## src/rtl/uart_rx_fifo_pkg.sv

```systemverilog
// Shared constants and types for the UART receive-side FIFO and its timeout tracker.
package uart_rx_fifo_pkg;

  localparam int unsigned UART_FIFO_DEPTH  = 16;
  localparam int unsigned UART_FIFO_ADDR_W = 4;
  localparam int unsigned UART_FIFO_THRESH = 8;
  localparam logic [15:0] UART_RX_TMO_CYC  = 16'd4340;

  typedef logic [UART_FIFO_ADDR_W-1:0] uart_fifo_addr_t;
  typedef logic [UART_FIFO_ADDR_W:0]   uart_fifo_cnt_t;

  typedef enum logic [1:0] {
    UART_FIFO_TMO_IDLE,
    UART_FIFO_TMO_ARMED,
    UART_FIFO_TMO_FIRED
  } uart_fifo_tmo_e;

endpackage

```

## src/rtl/uart_rx_fifo_mem.sv

```systemverilog
// DEPTH x 8 register file: synchronous write port, asynchronous read port.
module uart_fifo_mem #(
  parameter int unsigned DEPTH  = 16,
  parameter int unsigned ADDR_W = 4
) (
  input  logic              clk,
  input  logic              wr_en,
  input  logic [ADDR_W-1:0] wr_addr,
  input  logic [7:0]        wr_data,
  input  logic [ADDR_W-1:0] rd_addr,
  output logic [7:0]        rd_data
);

  logic [7:0] mem_q [DEPTH];

  always_ff @(posedge clk) begin
    if (wr_en) begin
      mem_q[wr_addr] <= wr_data;
    end
  end

  assign rd_data = mem_q[rd_addr];

endmodule

```

## src/rtl/uart_rx_fifo.sv

```systemverilog
// UART receive buffer: circular first-word-fall-through FIFO with sticky overrun,
// fill-threshold / idle-timeout level interrupt.
module uart_rx_fifo
  import uart_rx_fifo_pkg::*;
#(
  parameter int unsigned DEPTH   = UART_FIFO_DEPTH,
  parameter int unsigned ADDR_W  = UART_FIFO_ADDR_W,
  parameter int unsigned THRESH  = UART_FIFO_THRESH,
  parameter logic [15:0] TMO_CYC = UART_RX_TMO_CYC
) (
  input  logic            clk,
  input  logic            reset,
  input  logic            rx_end,
  input  logic [7:0]      rx_data,
  input  logic            rd_en,
  output logic [7:0]      rd_data,
  output logic            empty,
  output logic            full,
  output logic [ADDR_W:0] count,
  output logic            overrun,
  input  logic            ovr_clr,
  output logic            irq
);

  localparam logic [ADDR_W:0] DEPTH_C  = (ADDR_W+1)'(DEPTH);
  localparam logic [ADDR_W:0] THRESH_C = (ADDR_W+1)'(THRESH);

  logic [ADDR_W-1:0] wr_ptr_q, wr_ptr_d;
  logic [ADDR_W-1:0] rd_ptr_q, rd_ptr_d;
  logic [ADDR_W:0]   count_q, count_d;
  logic              empty_q, empty_d;
  logic              full_q, full_d;
  logic              overrun_q, overrun_d;
  logic              irq_q, irq_d;
  uart_fifo_tmo_e    tmo_state_q, tmo_state_d;
  logic [15:0]       tmo_cnt_q, tmo_cnt_d;

  logic rd_acc;
  logic wr_acc;
  logic tmo_flag;

  // A pop on a full FIFO frees the slot the incoming byte lands in, so the write is accepted.
  assign rd_acc   = rd_en & ~empty_q;
  assign wr_acc   = rx_end & (~full_q | rd_acc);
  assign tmo_flag = (tmo_state_q == UART_FIFO_TMO_FIRED);

  uart_fifo_mem #(
    .DEPTH (DEPTH),
    .ADDR_W(ADDR_W)
  ) u_mem (
    .clk    (clk),
    .wr_en  (wr_acc),
    .wr_addr(wr_ptr_q),
    .wr_data(rx_data),
    .rd_addr(rd_ptr_q),
    .rd_data(rd_data)
  );

  always_comb begin
    wr_ptr_d  = wr_ptr_q;
    rd_ptr_d  = rd_ptr_q;
    count_d   = count_q;
    overrun_d = overrun_q;

    if (wr_acc) begin
      wr_ptr_d = wr_ptr_q + 1'b1;
    end
    if (rd_acc) begin
      rd_ptr_d = rd_ptr_q + 1'b1;
    end

    unique case ({wr_acc, rd_acc})
      2'b10:   count_d = count_q + 1'b1;
      2'b01:   count_d = count_q - 1'b1;
      default: count_d = count_q;
    endcase

    empty_d = (count_d == '0);
    full_d  = (count_d == DEPTH_C);

    // Set takes priority over clear when both land in the same cycle.
    if (ovr_clr) begin
      overrun_d = 1'b0;
    end
    if (rx_end && full_q && !rd_acc) begin
      overrun_d = 1'b1;
    end

    irq_d = (count_q >= THRESH_C) | tmo_flag;
  end

  always_comb begin
    tmo_state_d = tmo_state_q;
    tmo_cnt_d   = tmo_cnt_q;

    unique case (tmo_state_q)
      UART_FIFO_TMO_IDLE: begin
        if (wr_acc) begin
          tmo_state_d = UART_FIFO_TMO_ARMED;
          tmo_cnt_d   = '0;
        end
      end
      UART_FIFO_TMO_ARMED: begin
        if (wr_acc) begin
          tmo_cnt_d = '0;
        end else if (count_d == '0) begin
          tmo_state_d = UART_FIFO_TMO_IDLE;
        end else if (tmo_cnt_q == TMO_CYC - 16'd1) begin
          tmo_state_d = UART_FIFO_TMO_FIRED;
        end else if (tmo_cnt_q != '1) begin
          tmo_cnt_d = tmo_cnt_q + 16'd1;
        end
      end
      UART_FIFO_TMO_FIRED: begin
        if (wr_acc) begin
          tmo_state_d = UART_FIFO_TMO_ARMED;
          tmo_cnt_d   = '0;
        end else if (count_d == '0) begin
          tmo_state_d = UART_FIFO_TMO_IDLE;
        end
      end
      default: begin
        tmo_state_d = UART_FIFO_TMO_IDLE;
        tmo_cnt_d   = '0;
      end
    endcase
  end

  always_ff @(posedge clk) begin
    if (!reset) begin
      wr_ptr_q    <= '0;
      rd_ptr_q    <= '0;
      count_q     <= '0;
      empty_q     <= 1'b1;
      full_q      <= 1'b0;
      overrun_q   <= 1'b0;
      irq_q       <= 1'b0;
      tmo_state_q <= UART_FIFO_TMO_IDLE;
      tmo_cnt_q   <= '0;
    end else begin
      wr_ptr_q    <= wr_ptr_d;
      rd_ptr_q    <= rd_ptr_d;
      count_q     <= count_d;
      empty_q     <= empty_d;
      full_q      <= full_d;
      overrun_q   <= overrun_d;
      irq_q       <= irq_d;
      tmo_state_q <= tmo_state_d;
      tmo_cnt_q   <= tmo_cnt_d;
    end
  end

  assign empty   = empty_q;
  assign full    = full_q;
  assign count   = count_q;
  assign overrun = overrun_q;
  assign irq     = irq_q;

endmodule

```

## config.mk

```make
export PLATFORM = sky130hd
export DESIGN_NAME = uart_rx_fifo
export DESIGN_NICKNAME = d
export VERILOG_FILES = /design/src/rtl/uart_rx_fifo_pkg.sv /design/src/rtl/uart_rx_fifo_mem.sv /design/src/rtl/uart_rx_fifo.sv
export SDC_FILE = /design/constraint.sdc
export NUM_CORES = 1
export LEC_CHECK = 0
export ABC_AREA = 1
export ABC_CLOCK_PERIOD_IN_PS = 3700
export CAP_MARGIN = 20
export CELL_PAD_IN_SITES_DETAIL_PLACEMENT = 1
export CELL_PAD_IN_SITES_GLOBAL_PLACEMENT = 2
export CORE_MARGIN = 2
export CORE_UTILIZATION = 40
export CTS_CLUSTER_SIZE = 30
export DETAILED_ROUTE_END_ITERATION = 6
export GPL_ROUTABILITY_DRIVEN = 0
export PLACE_DENSITY = 0.85
export SLEW_MARGIN = 20
export SYNTH_ARGS = -nofsm -noshare
export SYNTH_HDL_FRONTEND = slang
export SYNTH_SLANG_ARGS = --single-unit
```

## constraint.sdc

```tcl
create_clock -name clk -period 3.7 [get_ports clk]
set_input_delay 0.37 -clock clk [delete_from_list [all_inputs] [get_ports clk]]
set_output_delay 0.37 -clock clk [all_outputs]
set_load 0.03 [all_outputs]
```

### Word level (Yosys, flattened, before mapping)

Memories as Yosys holds them, arrays and structs flattened. A register that Yosys moved wholly into a read port is not among the register bits.
Cells that the tools add are included.

| storage, ports and cells | value |
|---|---|
| flip-flop bits (word level) | 35 |
| memories kept | 1 |
| output and inout bits | 17 |
| ROM bits | 0 |
| bits in latches | 0 |
| bits of input ports | 13 |
| word-level logic and storage cells | 66 |
| RAM bits | 128 |

| operators by class | value |
|---|---|
| $mul | 0 |
| multiplexer cells | 20 |
| $add $sub $neg | 5 |
| bitwise operators | 6 |
| divide/modulo/power cells | 0 |
| shift operators | 0 |
| magnitude comparators | 1 |
| eq/ne operators | 15 |
| reductions and logical operators | 9 |

Memory list:

| name | words | width | read ports | clocked after Yosys merged registers in | wr ports | line | source |
|---|---|---|---|---|---|---|---|
| u_mem.mem_q | 16 | 8 | 1 | 1 | 1 | uart_rx_fifo_mem.sv:14 | `logic [7:0] mem_q [DEPTH];` |

Operators with widths:

| kind | count |
|---|---|
| 16-bit two-way mux | 5 |
| 16-bit case mux with 2 select lines | 1 |
| 16-bit by 1-bit adder with 16-bit output (second input constant) | 1 |
| 16-bit by 13-bit equality test with 1-bit output (second input constant) | 1 |
| 16-bit != test (second input constant) | 1 |
| 3-bit != test (second input constant) | 5 |
| 2-bit two-way mux | 6 |
| 5-bit case mux with 2 select lines | 1 |
| 4-bit by 1-bit adder with 4-bit output (second input constant) | 2 |
| 4-bit two-way mux | 2 |
| 4-bit AND reduction | 2 |
| 2-bit case mux with 3 select lines | 1 |
| 5-bit by 1-bit adder with 5-bit output (second input constant) | 1 |
| 5-bit equality test (second input constant) | 1 |
| 5-bit by 4-bit >= comparator with 1-bit output (second input constant) | 1 |
| 5-bit logical NOT | 1 |
| 5-bit by 1-bit subtractor with 5-bit output (second input constant) | 1 |
| 2-bit by 1-bit equality test with 1-bit output (second input constant) | 2 |
| 2-bit equality test (second input constant) | 2 |
| 1-bit two-way mux | 4 |
| 2-bit != test (second input constant) | 2 |
| 1-bit bitwise AND | 2 |
| 1-bit logical AND | 2 |
| 2-bit logical NOT | 1 |
| other kinds (6) | 8 |

### Depth between registers and ports, before layout

Gate-level depths: netlist of the first run.

| logic depth | value |
|---|---|
| depth after elaboration | 10 |
| depth in mapped cells | 26 |
| gate-level depth less buffers | 23 |

### Cells and area by module

Synthesis of the first run repeated with hierarchy kept, for this count alone.

| unflattened totals | value |
|---|---|
| cell total of the unflattened synthesis | 881 |
| area total of the unflattened synthesis | 7791.2 sq um |

Modules (own cells, without submodules):

| module | area an instance (sq um) | times used | cells each | sequential area each (sq um) |
|---|---|---|---|---|
| uart_fifo_mem | 5606.6 | 1 | 543 | 3843.7 |
| uart_rx_fifo | 2184.6 | 1 | 338 | 700.7 |

### Worst setup path after synthesis of the first run

Ideal clock, no wire load.

| timing path | value |
|---|---|
| kind | reg-to-reg |
| start point | reg empty_q (netlist: empty) |
| end point | reg tmo_cnt_q[9] |
| data arrival time | 2.994 ns |
| data required time | 3.587 ns |
| path buffers | 3 |
| setup time | 0.113 ns |
| setup slack | 0.593 ns |
| stages on the path, launching flop included | 22 |
| period minus slack after synthesis | 3.107 ns |
| path through | dfxtp_1 -> or2_1 -> buf_6 -> a21boi_4 -> inv_4 -> ha_1 -> buf_6 -> nand2_1 -> inv_1 -> nor2_1 -> ha_1 -> o21ai_0 -> nand2_1 -> nor2_2 -> nand3_2 -> nor2_4 -> nand3_4 -> nand3_4 -> buf_6 -> nand2_1 -> nand2_1 -> nor2_1 |

| between the ends | value |
|---|---|
| longest elaborated chain between the ends | 9 |
| elaborated cells between the ends (all ways) | 15 |
| those cells by class | eq/ne: 6; mux: 3; bitwise: 4; reduce/logical: 2 |

RTL lines:

| what | line | source |
|---|---|---|
| start, declared | uart_rx_fifo.sv:31 | `logic empty_q, empty_d;` |
| start signal, assigned | uart_rx_fifo.sv:144 | `empty_q <= empty_d;` |
| 1-bit inverter * | uart_rx_fifo.sv:43 | `assign rd_acc = rd_en & ~empty_q;` |
| 1-bit bitwise AND * | uart_rx_fifo.sv:43 |  |
| 1-bit OR | uart_rx_fifo.sv:44 | `assign wr_acc = rx_end & (~full_q \| rd_acc);` |
| 1-bit bitwise AND | uart_rx_fifo.sv:44 |  |
| 2-bit by 1-bit equality test with 1-bit output or 2-bit equality test (tied branches) | uart_rx_fifo.sv:72 | `unique case ({wr_acc, rd_acc})` |
| 5-bit case mux with 2 select lines | uart_rx_fifo.sv:72 |  |
| 5-bit logical NOT | uart_rx_fifo.sv:106 | `end else if (count_d == '0) begin` |
| 3-bit != test (no source line) | n/a |  |
| 4-bit AND reduction (no source line) | n/a |  |
| end signal, assigned | uart_rx_fifo.sv:149 | `tmo_cnt_q <= tmo_cnt_d;` |
| end, declared | uart_rx_fifo.sv:36 | `logic [15:0] tmo_cnt_q, tmo_cnt_d;` |

Mark *: on every way between the ends. The rest lies on a longest branch, timed or not.
A chain may end at the register's enable or synchronous reset.

==> results of run 1 <==
metrics by stage:
stage	std cells	instance area, um2	worst slack (ns)	hold WS [ns]
after detailed placement	947	7990	0.0790	0.464
after global routing	980	8600	0.336	0.508
after global placement	947	7990	0.257	0.457
after CTS	979	8570	0.385	0.477
after floorplan	707	7440	0.593	0.454
final	980	8600	0.429	0.472
area by class of cell:
cell class,count,area share
clock buffers,17,0.0495
clock inverters,15,0.0179
inverters,88,0.0389
multi-input cells,422,0.272
flip-flops and latches,167,0.538
well taps,229,0.0333
repair buffers,42,0.0504
state kept, by name (all words and copies together) (netlist names), named ones only:
register     flops
irq              1
full             1
u_mem.mem_q    128
wr_ptr_q         4
count            5
tmo_state_q      2
empty            1
rd_ptr_q         4
overrun          1
tmo_cnt_q       16
synthesized netlist by cell type, types with 4 or more instances:
cell and n:
edfxtp_1 128, nand2_1 98, inv_1 83, nor2_1 68, o21ai_0 52, a21oi_1 49
dfxtp_1 39, mux2i_1 32, o211ai_1 32, nand3_1 28, clkbuf_1 19, nand4_1 15
ha_1 9, nor3_1 8, buf_2 4, buf_6 4, xor2_1 4
final timing paths:
check	from	to	slack [ns]	depth (start not counted)
max	register	rd_data[3]	0.43	6
min	overrun$_SDFFE_PN0P_	overrun$_SDFFE_PN0P_	0.47	2
max reg2reg	empty$_SDFF_PN1_	tmo_cnt_q[7]$_SDFFE_PN0P_	0.60	18
min reg2reg	overrun$_SDFFE_PN0P_	overrun$_SDFFE_PN0P_	0.47	2
cell usage in the layout, fill, tap and decap left out, types with 2 or more instances in the layout:
master | Yosys | layout
nand2_1 | 98 | 98
o21ai_1 | 3 | 3
nor3_1 | 8 | 8
ha_1 | 9 | 9
inv_6 | 0 | 3
nand2_2 | 2 | 2
nor3b_1 | 2 | 2
buf_4 | 0 | 10
o211ai_1 | 32 | 32
xor2_1 | 4 | 4
buf_12 | 0 | 2
nand4_1 | 15 | 15
inv_8 | 0 | 5
clkdlybuf4s50_1 | 0 | 29
inv_2 | 2 | 2
nand3_2 | 2 | 2
clkinv_8 | 0 | 2
nor2_2 | 3 | 3
nand3_4 | 2 | 2
clkinv_1 | 1 | 2
inv_1 | 83 | 82
clkinvlp_4 | 0 | 4
xnor2_1 | 2 | 2
dfxtp_1 | 39 | 38
clkbuf_16 | 0 | 17
o21ai_0 | 52 | 52
nor2_1 | 68 | 68
a21oi_1 | 49 | 49
mux2i_1 | 32 | 32
nor4_1 | 3 | 3
nand3_1 | 28 | 28
edfxtp_1 | 128 | 128
metal layers:
| metal | global-route usage | up-vias |
|---|---|---|
| met1 | 0.223 | 2607 |
| met4 | 0.0766 | 0 |
| met3 | 0.0373 | 32 |
| li1 | - | 2521 |
| met5 | 0 | - |
| met2 | 0.345 | 89 |
power by group:
group	internal, uW	switching (uW)	total, uW	leakage (uW)
Clock	898	825	1720	0.000272
Sequential	2090	88.4	2180	0.00148
Combinational	329	550	879	0.00133
Total	3320	1460	4780	0.00308
kinds of logic after synthesis:
group	after synthesis	share of synthesized area
buffers and inverters	118	0.0647
adders and majority gates	9	0.0151
xor gates and xnor gates	6	0.00706
muxes	32	0.0430
AOI/OAI and AO/OA	140	0.108
DFF	167	0.621
and+or+nand+nor	235	0.141
critical path, delay by kind of cell, from the launching register on:
kind / cells / cell delay [ns]
DFF: 1 / 0.37
buffers and inverters: 3 / 1.50
AOI/OAI and AO/OA: 1 / 0.30
and+or+nand+nor: 2 / 0.29
==> flow_metrics.env, run 1 <==
export IMPL_cts_tree="done"
export IMPL_grt_first_pass_wirelength_mm=29.0
export IMPL_cellPowerDensity_nw_per_um2=556
export IMPL_leakagePower_uw=0.00308
export IMPL_highest_layer="met4"
export IMPL_holdCritPathClass="reg -> reg"
export IMPL_yosys_most_used_dff="edfxtp_1"
export IMPL_wl_met3_um=529
export IMPL_critPathCaptureType="output pin"
export IMPL_status="finished, final reports clean"
export IMPL_arrival_ns=2.90
export IMPL_cp_slowest_cell="clkdlybuf4s50_1"
export IMPL_hold_viol_final=0
export IMPL_fin_total_pwr_uw=4780
export IMPL_core_area_um2=18100
export IMPL_syn_area_um2=7440
export IMPL_slew_limit_headroom=0.424
export IMPL_syn_nets=729
export IMPL_seq_area_frac_synth=0.621
export IMPL_insertion_delay_ns=0.44
export IMPL_cts_resized=0
export IMPL_area_delta_synth_final_pct=15.5
export IMPL_fill_cells=1952
export IMPL_fin_nets=760
export IMPL_synth_edff_count=128
export IMPL_die_w_um=140
export IMPL_fmax_ghz=0.306
export IMPL_peakVddDrop_mv=0.301
export IMPL_path_class="reg -> out"
export IMPL_critPathLaunchType="register"
export IMPL_avgSynthCellArea_um2=10.5
export IMPL_numCtsBuffers=17
export IMPL_ys_async_sr_fraction=0
export IMPL_rows=49
export IMPL_seqCellArea_um2=4630
export IMPL_root_buffer="clkbuf_16"
export IMPL_ant_nets=0
export IMPL_hold_buffers=0
export IMPL_rsz0062_at_grt="false"
export IMPL_clk_path_buf_depth=2
export IMPL_worst_pin_slew_ns=0.861
export IMPL_maxSlewViolCount=0
export IMPL_ys_ff_latch=167
export IMPL_start_util=0.411
export IMPL_final_setup_viol_count=0
export IMPL_postLayoutCoreUtil=0.475
export IMPL_grtUsageTotal=0.191
export IMPL_cts_setup_buffers=0
export IMPL_vias=5249
export IMPL_ys_types=38
export IMPL_antenna_found_initial=0
export IMPL_syn_instance_count=707
export IMPL_layout_drive_gt1_share=0.0826
export IMPL_drt_iter0_drc=264
export IMPL_critical_path_max_stage_delay_ns=0.68
export IMPL_io_pins=30
export IMPL_die_h_um=140
export IMPL_cts_sinks=167
export IMPL_setup_tns_ns=0
export IMPL_htree_levels=4
export IMPL_crit_chain="clkinv_1 -> buf_16 -> o211ai_1 -> nand3_1 -> nand2_1 -> clkdlybuf4s50_1"
export IMPL_dr_pass1_iters=4
export IMPL_skew_ns=0.0104
export IMPL_wl_per_cell_um=18.2
export IMPL_grt_max_degree=47
export IMPL_dr_wl_met2_mm=9.42
export IMPL_yosysTopAreaCellShare=0.516
export IMPL_clkTransAtPathRegs_ns=0.07
export IMPL_portBuffers=29
export IMPL_post_route_period_util=0.884
export IMPL_ys_warn_count=0
export IMPL_yosysTopAreaCell="edfxtp_1"
export IMPL_post_dp_hpwl_mm=12.2
export IMPL_drt_met1_wl_mm=7.44
export IMPL_max_cap_violations=0
export IMPL_fp_dieArea_um2=19700
export IMPL_synthTopCellsByArea="edfxtp_1 52%, dfxtp_1 10%, nand2_1 4.9%"
export IMPL_cp_max_fo=18
export IMPL_overflow=0
export IMPL_grt_pass1_vias=5609
export IMPL_period_needed_ns=3.27
export IMPL_multi_input_area_um2=2340
export IMPL_drc=0
export IMPL_num_antenna_cells=0
export IMPL_wirelength_mm=17.8
export IMPL_required_ns=3.33
export IMPL_vias_per_cell=5.36
Power figures use the tool's default switching activity.
==> inputs of run 2 (changes only) <==
ABC_CLOCK_PERIOD_IN_PS = 2600   (was 3700)
CORE_UTILIZATION = 36   (was 40)
PLACE_DENSITY = 0.81   (was 0.85)
clock period = 2.6 ns   (was 3.7 ns; I/O delays follow)
==> flow_metrics.env, run 2 (synthesized netlist as in run 1, its figures left out) <==
export IMPL_reg2reg_slack_ns=-0.13
export IMPL_holdCritPathClass="in -> reg"
export IMPL_die_w_um=148
export IMPL_pre_cts_slack_ns=-0.774
export IMPL_critPathCaptureType="register"
export IMPL_overflow=0
export IMPL_gr_usage_met3=0.0367
export IMPL_antenna_found_initial=0
export IMPL_dpl_cell_count=1015
export IMPL_critPathLaunchType="input port"
export IMPL_skew_ns=0.0119
export IMPL_required_ns=2.90
export IMPL_r2r_end="tmo_cnt_q[11]$_SDFFE_PN0P_"
export IMPL_use_met1=0.215
export IMPL_vias=5393
export IMPL_layout_commonest_cell="edfxtp_1"
export IMPL_wirelength_mm=19.2
export IMPL_seqCellArea_um2=4630
export IMPL_hold_viol_final=0
export IMPL_post_dp_hpwl_mm=12.6
export IMPL_met2_usage=0.339
export IMPL_core_area_um2=20200
export IMPL_max_cap_violations=0
export IMPL_post_route_period_util=1.05
export IMPL_rows=52
export IMPL_root_buffer="clkbuf_16"
export IMPL_fin_nets=796
export IMPL_fill_cells=2234
export IMPL_worst_pin_slew_ns=0.728
export IMPL_reg2reg_from="empty$_SDFF_PN1_"
export IMPL_r2r_cells=20
export IMPL_wl_per_cell_um=18.1
export IMPL_status="finished, violations left"
export IMPL_largest_register_ffs=128
export IMPL_path_class="in -> reg"
export IMPL_instances_no_fill=1057
export IMPL_drc=0
export IMPL_min_path_cells=3
export IMPL_cellPowerDensity_nw_per_um2=774
export IMPL_io_pins=30
export IMPL_maxSlewViolCount=0
export IMPL_cts_sinks=167
export IMPL_grtUsageTotal=0.184
export IMPL_multi_input_area_um2=2500
export IMPL_layout_drive_gt1_share=0.173
export IMPL_arrival_ns=3.03
export IMPL_clkTransAtPathRegs_ns=0.07
export IMPL_grt_pass1_vias=5774
export IMPL_mostFrequentLayoutCells="128 x edfxtp_1, 84 x nand2_1, 78 x inv_1, 65 x nor2_1, 51 x o21ai_0"
export IMPL_fmax_ghz=0.366
export IMPL_dr_pass1_iters=4
export IMPL_top_usage_layer="met2"
export IMPL_start_util=0.368
export IMPL_holdPathEnd="overrun$_SDFFE_PN0P_"
export IMPL_portBuffers=29
export IMPL_peakVddDrop_mv=0.478
export IMPL_numCtsBuffers=17
export IMPL_grt_max_degree=33
export IMPL_insertion_delay_ns=0.43
export IMPL_hold_buffers=0
export IMPL_leakagePower_uw=0.00329
export IMPL_die_h_um=148
export IMPL_rsz0062_at_grt="true"
export IMPL_clk_path_buf_depth=2
export IMPL_period_needed_ns=2.74
export IMPL_ant_nets=0
export IMPL_vias_per_cell=5.10
export IMPL_htree_levels=4
export IMPL_worst_slack_ns=-0.136
export IMPL_violations="setup timing"
export IMPL_fp_dieArea_um2=21800
export IMPL_largest_register="u_mem.mem_q"
export IMPL_slew_limit_headroom=0.513
export IMPL_cp_max_fo=7
export IMPL_grt_first_pass_wirelength_mm=30.7
export IMPL_cts_tree="done"
export IMPL_num_antenna_cells=0
export IMPL_drt_iter0_drc=292
export IMPL_final_setup_viol_count=17
export IMPL_min_delay_start="rx_end"
export IMPL_area_delta_synth_final_pct=21.1
[run 2: what timing repair did]
item | in CTS | in global routing
endpoints found under the setup margin | 18 | 19
buffers inserted | 5 | 2
gates cloned | 3 | 0
pin swaps | 17 | 10
resized for setup | 24 | 10
[run 2: critical path, stage by stage]
cell and delay [ns]:
clkdlybuf4s50_1 0.45, inv_1 0.04, or2_4 0.27, a21boi_4 0.20, inv_4 0.06, ha_4 0.18, nand2_4 0.08, inv_4 0.04
nor2_4 0.11, ha_4 0.15, inv_4 0.03, nand2_4 0.07, nand2_2 0.06, nand3_2 0.08, nand2_2 0.06, nor2_2 0.12
nand3_2 0.10, nor2_4 0.16, nand3_4 0.16, buf_6 0.19, nand4_1 0.09, a21oi_2 0.06
[run 2: where the power goes]
| group | total, uW | internal [uW] | switching (uW) |
|---|---|---|---|
| Combinational | 1510 | 601 | 906 |
| Clock | 2380 | 1260 | 1120 |
| Sequential | 3090 | 2980 | 117 |
[run 2: final cells by class]
| type | count | share of cell area |
|---|---|---|
| Sequential cell | 167 | 0.514 |
| Multi-Input combinational cell | 425 | 0.277 |
| Timing Repair Buffer | 75 | 0.0719 |
| Clock buffer | 17 | 0.0472 |
| Inverter | 88 | 0.0379 |
| Tap cell | 270 | 0.0375 |
| Clock inverter | 15 | 0.0143 |
[run 2: how the worst max path moves through the flow]
stage | from | slack (ns) | end | depth (start not counted)
after global routing | empty$_SDFF_PN1_ | -0.31 | tmo_cnt_q[3]$_SDFFE_PN0P_ | 21
after floorplan | empty$_SDFF_PN1_ | -0.36 | tmo_cnt_q[9]$_SDFFE_PN0P_ | 21
after detailed placement | rd_en | -0.77 | tmo_cnt_q[0]$_SDFFE_PN0P_ | 24
after global placement | rd_en | -0.58 | tmo_cnt_q[12]$_SDFFE_PN0P_ | 24
after CTS | empty$_SDFF_PN1_ | -0.08 | tmo_cnt_q[10]$_SDFFE_PN0P_ | 21
final | rd_en | -0.14 | tmo_cnt_q[11]$_SDFFE_PN0P_ | 22
[run 2: metal layers]
metal | vias to the layer above | part of all wire
li1 | 2590 | -
met1 | 2675 | 0.42
met2 | 100 | 0.53
met3 | 28 | 0.037
met4 | 0 | 0.018
met5 | - | 0
[run 2: per-stage QoR]
step | hold slack (ns) | util | total power, uW | instance area [um2] | TNS (ns)
final | 0.462 | 0.445 | 6980 | 9010 | -1.86
after detailed placement | 0.476 | 0.408 | 4510 | 8260 | -13.76
after CTS | 0.462 | 0.444 | 7010 | 8980 | -0.974
after global routing | 0.477 | 0.445 | 7310 | 9010 | -5.32
after floorplan | 0.359 | - | 3990 | 7480 | -5.50
after global placement | 0.459 | 0.408 | 4440 | 8260 | -10.15
==> inputs of run 3 (changes only) <==
ABC_CLOCK_PERIOD_IN_PS = 2300   (was 2600)
CORE_UTILIZATION = 38   (was 36)
DONT_BUFFER_PORTS = 1   (was not set)
clock period = 2.3 ns   (was 2.6 ns; I/O delays follow)
==> flow_metrics.env, run 3 (synthesized netlist as in run 1, its figures left out) <==
export IMPL_status="finished, violations left"
export IMPL_violations="hold timing, setup timing"
export IMPL_largest_register="u_mem.mem_q"
export IMPL_leakagePower_uw=0.00352
export IMPL_overflow=0
export IMPL_crit_buf_inv=4
export IMPL_fin_area_um2=9470
export IMPL_ant_nets=0
export IMPL_grt_first_pass_wirelength_mm=31.4
export IMPL_worst_pin_slew_ns=0.637
export IMPL_fin_total_pwr_uw=8500
export IMPL_num_antenna_cells=0
export IMPL_area_delta_synth_final_pct=27.3
export IMPL_grt_pass1_vias=6098
export IMPL_post_route_period_util=1.21
export IMPL_post_dp_cell_area_um2=8270
export IMPL_maxSlewViolCount=0
export IMPL_start_util=0.385
export IMPL_grt_max_degree=26
export IMPL_cp_depth=20
export IMPL_hold_worst_slack_ns=-0.131
export IMPL_cts_sinks=167
export IMPL_min_path_cells=1
export IMPL_fin_nets=821
export IMPL_cellPowerDensity_nw_per_um2=897
export IMPL_numCtsBuffers=17
export IMPL_largest_register_ffs=128
export IMPL_drt_iter0_drc=308
export IMPL_required_ns=2.62
export IMPL_wl_per_cell_um=18.1
export IMPL_dr_pass1_iters=4
export IMPL_die_w_um=144
export IMPL_path_class="reg -> reg"
export IMPL_critical_path_top_delay_family="simple AND/OR/NAND/NOR gates"
export IMPL_final_setup_viol_count=18
export IMPL_vias_per_cell=5.13
export IMPL_grtUsageTotal=0.199
export IMPL_period_needed_ns=2.79
export IMPL_cts_tree="done"
export IMPL_holdCritPathClass="in -> reg"
export IMPL_portBuffers=0
export IMPL_io_pins=30
export IMPL_cp_slowest_cell="dfxtp_4"
export IMPL_critPathLaunchType="register"
export IMPL_peakVddDrop_mv=0.587
export IMPL_clkTransAtPathRegs_ns=0.08
export IMPL_worst_slack_ns=-0.485
export IMPL_rsz0062_at_grt="true"
export IMPL_die_h_um=144
export IMPL_arrival_ns=3.11
export IMPL_hold_viol_final=17
export IMPL_vias=5524
export IMPL_wirelength_mm=19.5
export IMPL_clk_path_buf_depth=2
export IMPL_layout_drive_gt1_share=0.222
export IMPL_rows=51
export IMPL_core_area_um2=19300
export IMPL_post_dp_hpwl_mm=12.4
export IMPL_crit_chain="or2_4 -> a21boi_4 -> inv_4 -> ha_4 -> nand2_4 -> inv_4 -> nor2_4 -> ha_4 -> o21ai_2 -> nand2_1 -> nor2_4 -> nand3_4 -> nor2_4 -> nand3_4 -> nand3_4 -> buf_12 -> buf_12 -> nand2_1 -> nand2_1 -> nor2_2"
export IMPL_layout_commonest_cell="edfxtp_1"
export IMPL_fmax_ghz=0.359
export IMPL_cp_max_fo=5
export IMPL_fp_dieArea_um2=20700
export IMPL_skew_ns=0.0139
export IMPL_antenna_found_initial=0
export IMPL_hold_buffers=16
export IMPL_max_cap_violations=0
export IMPL_critical_path_max_stage_delay_ns=0.35
export IMPL_drc=0
export IMPL_htree_levels=4
export IMPL_insertion_delay_ns=0.43
export IMPL_r2r_cells=20
export IMPL_critPathCaptureType="register"
export IMPL_mostFrequentLayoutCells="128 x edfxtp_1, 81 x nand2_1, 77 x inv_1, 71 x buf_4, 63 x nor2_1"
export IMPL_root_buffer="clkbuf_16"
export IMPL_slew_limit_headroom=0.574
==> run 3: cell types whose count changed in the layout (fill, tap and decap cells not counted), moves of 5 or more <==
cell	change
buf_4	+21
buf_12	+10
clkdlybuf4s50_1	-21
a21oi_1	-5
nand2_4	+6
dlygate4sd3_1	+16
a21oi_2	+5
==> run 3: through the flow <==
stage | TNS, ns | hold WS [ns] | util | cells | worst slack, ns
CTS | -6.12 | -0.143 | 0.481 | 1072 | -0.376
floorplan | -11.16 | 0.329 | - | 707 | -0.665
global route | -9.52 | -0.152 | 0.490 | 1077 | -0.610
finish | -7.21 | -0.131 | 0.490 | 1077 | -0.485
global placement | -6.73 | 0.311 | 0.428 | 1004 | -0.411
detailed placement | -8.22 | 0.315 | 0.428 | 1004 | -0.493
==> run 3: area by class of cell <==
type | instances | area (um2)
Fill cell | 2090 | 9860
Sequential cell | 167 | 4640
Multi-Input combinational cell | 422 | 2560
Timing Repair Buffer | 103 | 996
Clock buffer | 17 | 425
Inverter | 88 | 339
Tap cell | 265 | 332
Clock inverter | 15 | 184
==> run 3: layer usage <==
metal / up-vias / global-route usage / part of all wire
met3: 36 / 0.0350 / 0.027
li1: 2642 / - / -
met5: - / 0 / 0
met4: 0 / 0.0774 / 0.024
met1: 2761 / 0.233 / 0.42
met2: 85 / 0.362 / 0.53
==> run 3: path summary, 6_finish.rpt <==
check,startpoint,endpoint,slack (ns)
max,empty$_SDFF_PN1_,tmo_cnt_q[3]$_SDFFE_PN0P_,-0.49
min reg2reg,tmo_state_q[0]$_SDFFE_PN0P_,tmo_state_q[0]$_SDFFE_PN0P_,0.49
max reg2reg,empty$_SDFF_PN1_,tmo_cnt_q[3]$_SDFFE_PN0P_,-0.49
min,reset,empty$_SDFF_PN1_,-0.13
==> run 3: worst reg2reg max path: stages (launching register included) <==
cell and delay, ns:
dfxtp_4 0.35, or2_4 0.25, a21boi_4 0.17, inv_4 0.05, ha_4 0.18, nand2_4 0.07
inv_4 0.04, nor2_4 0.11, ha_4 0.22, o21ai_2 0.13, nand2_1 0.10, nor2_4 0.13
nand3_4 0.11, nor2_4 0.14, nand3_4 0.09, nand3_4 0.12, buf_12 0.13, buf_12 0.11
nand2_1 0.05, nand2_1 0.08, nor2_2 0.03
==> run 3: what timing repair did <==
action,CTS,global route
setup endpoints to repair,27,25
endpoints found under the hold margin,155,17
pin swaps,10,16
resized for setup,22,40
buffers inserted,19,9
gates cloned,1,1
==> run 3: report_power, final <==
part	total, uW	leakage (uW)	switching, uW	internal, uW
sequential	3500	0.00148	133	3360
clock	2960	0.000293	1310	1650
combinational	2040	0.00175	1120	924
total	8500	0.00352	2560	5940
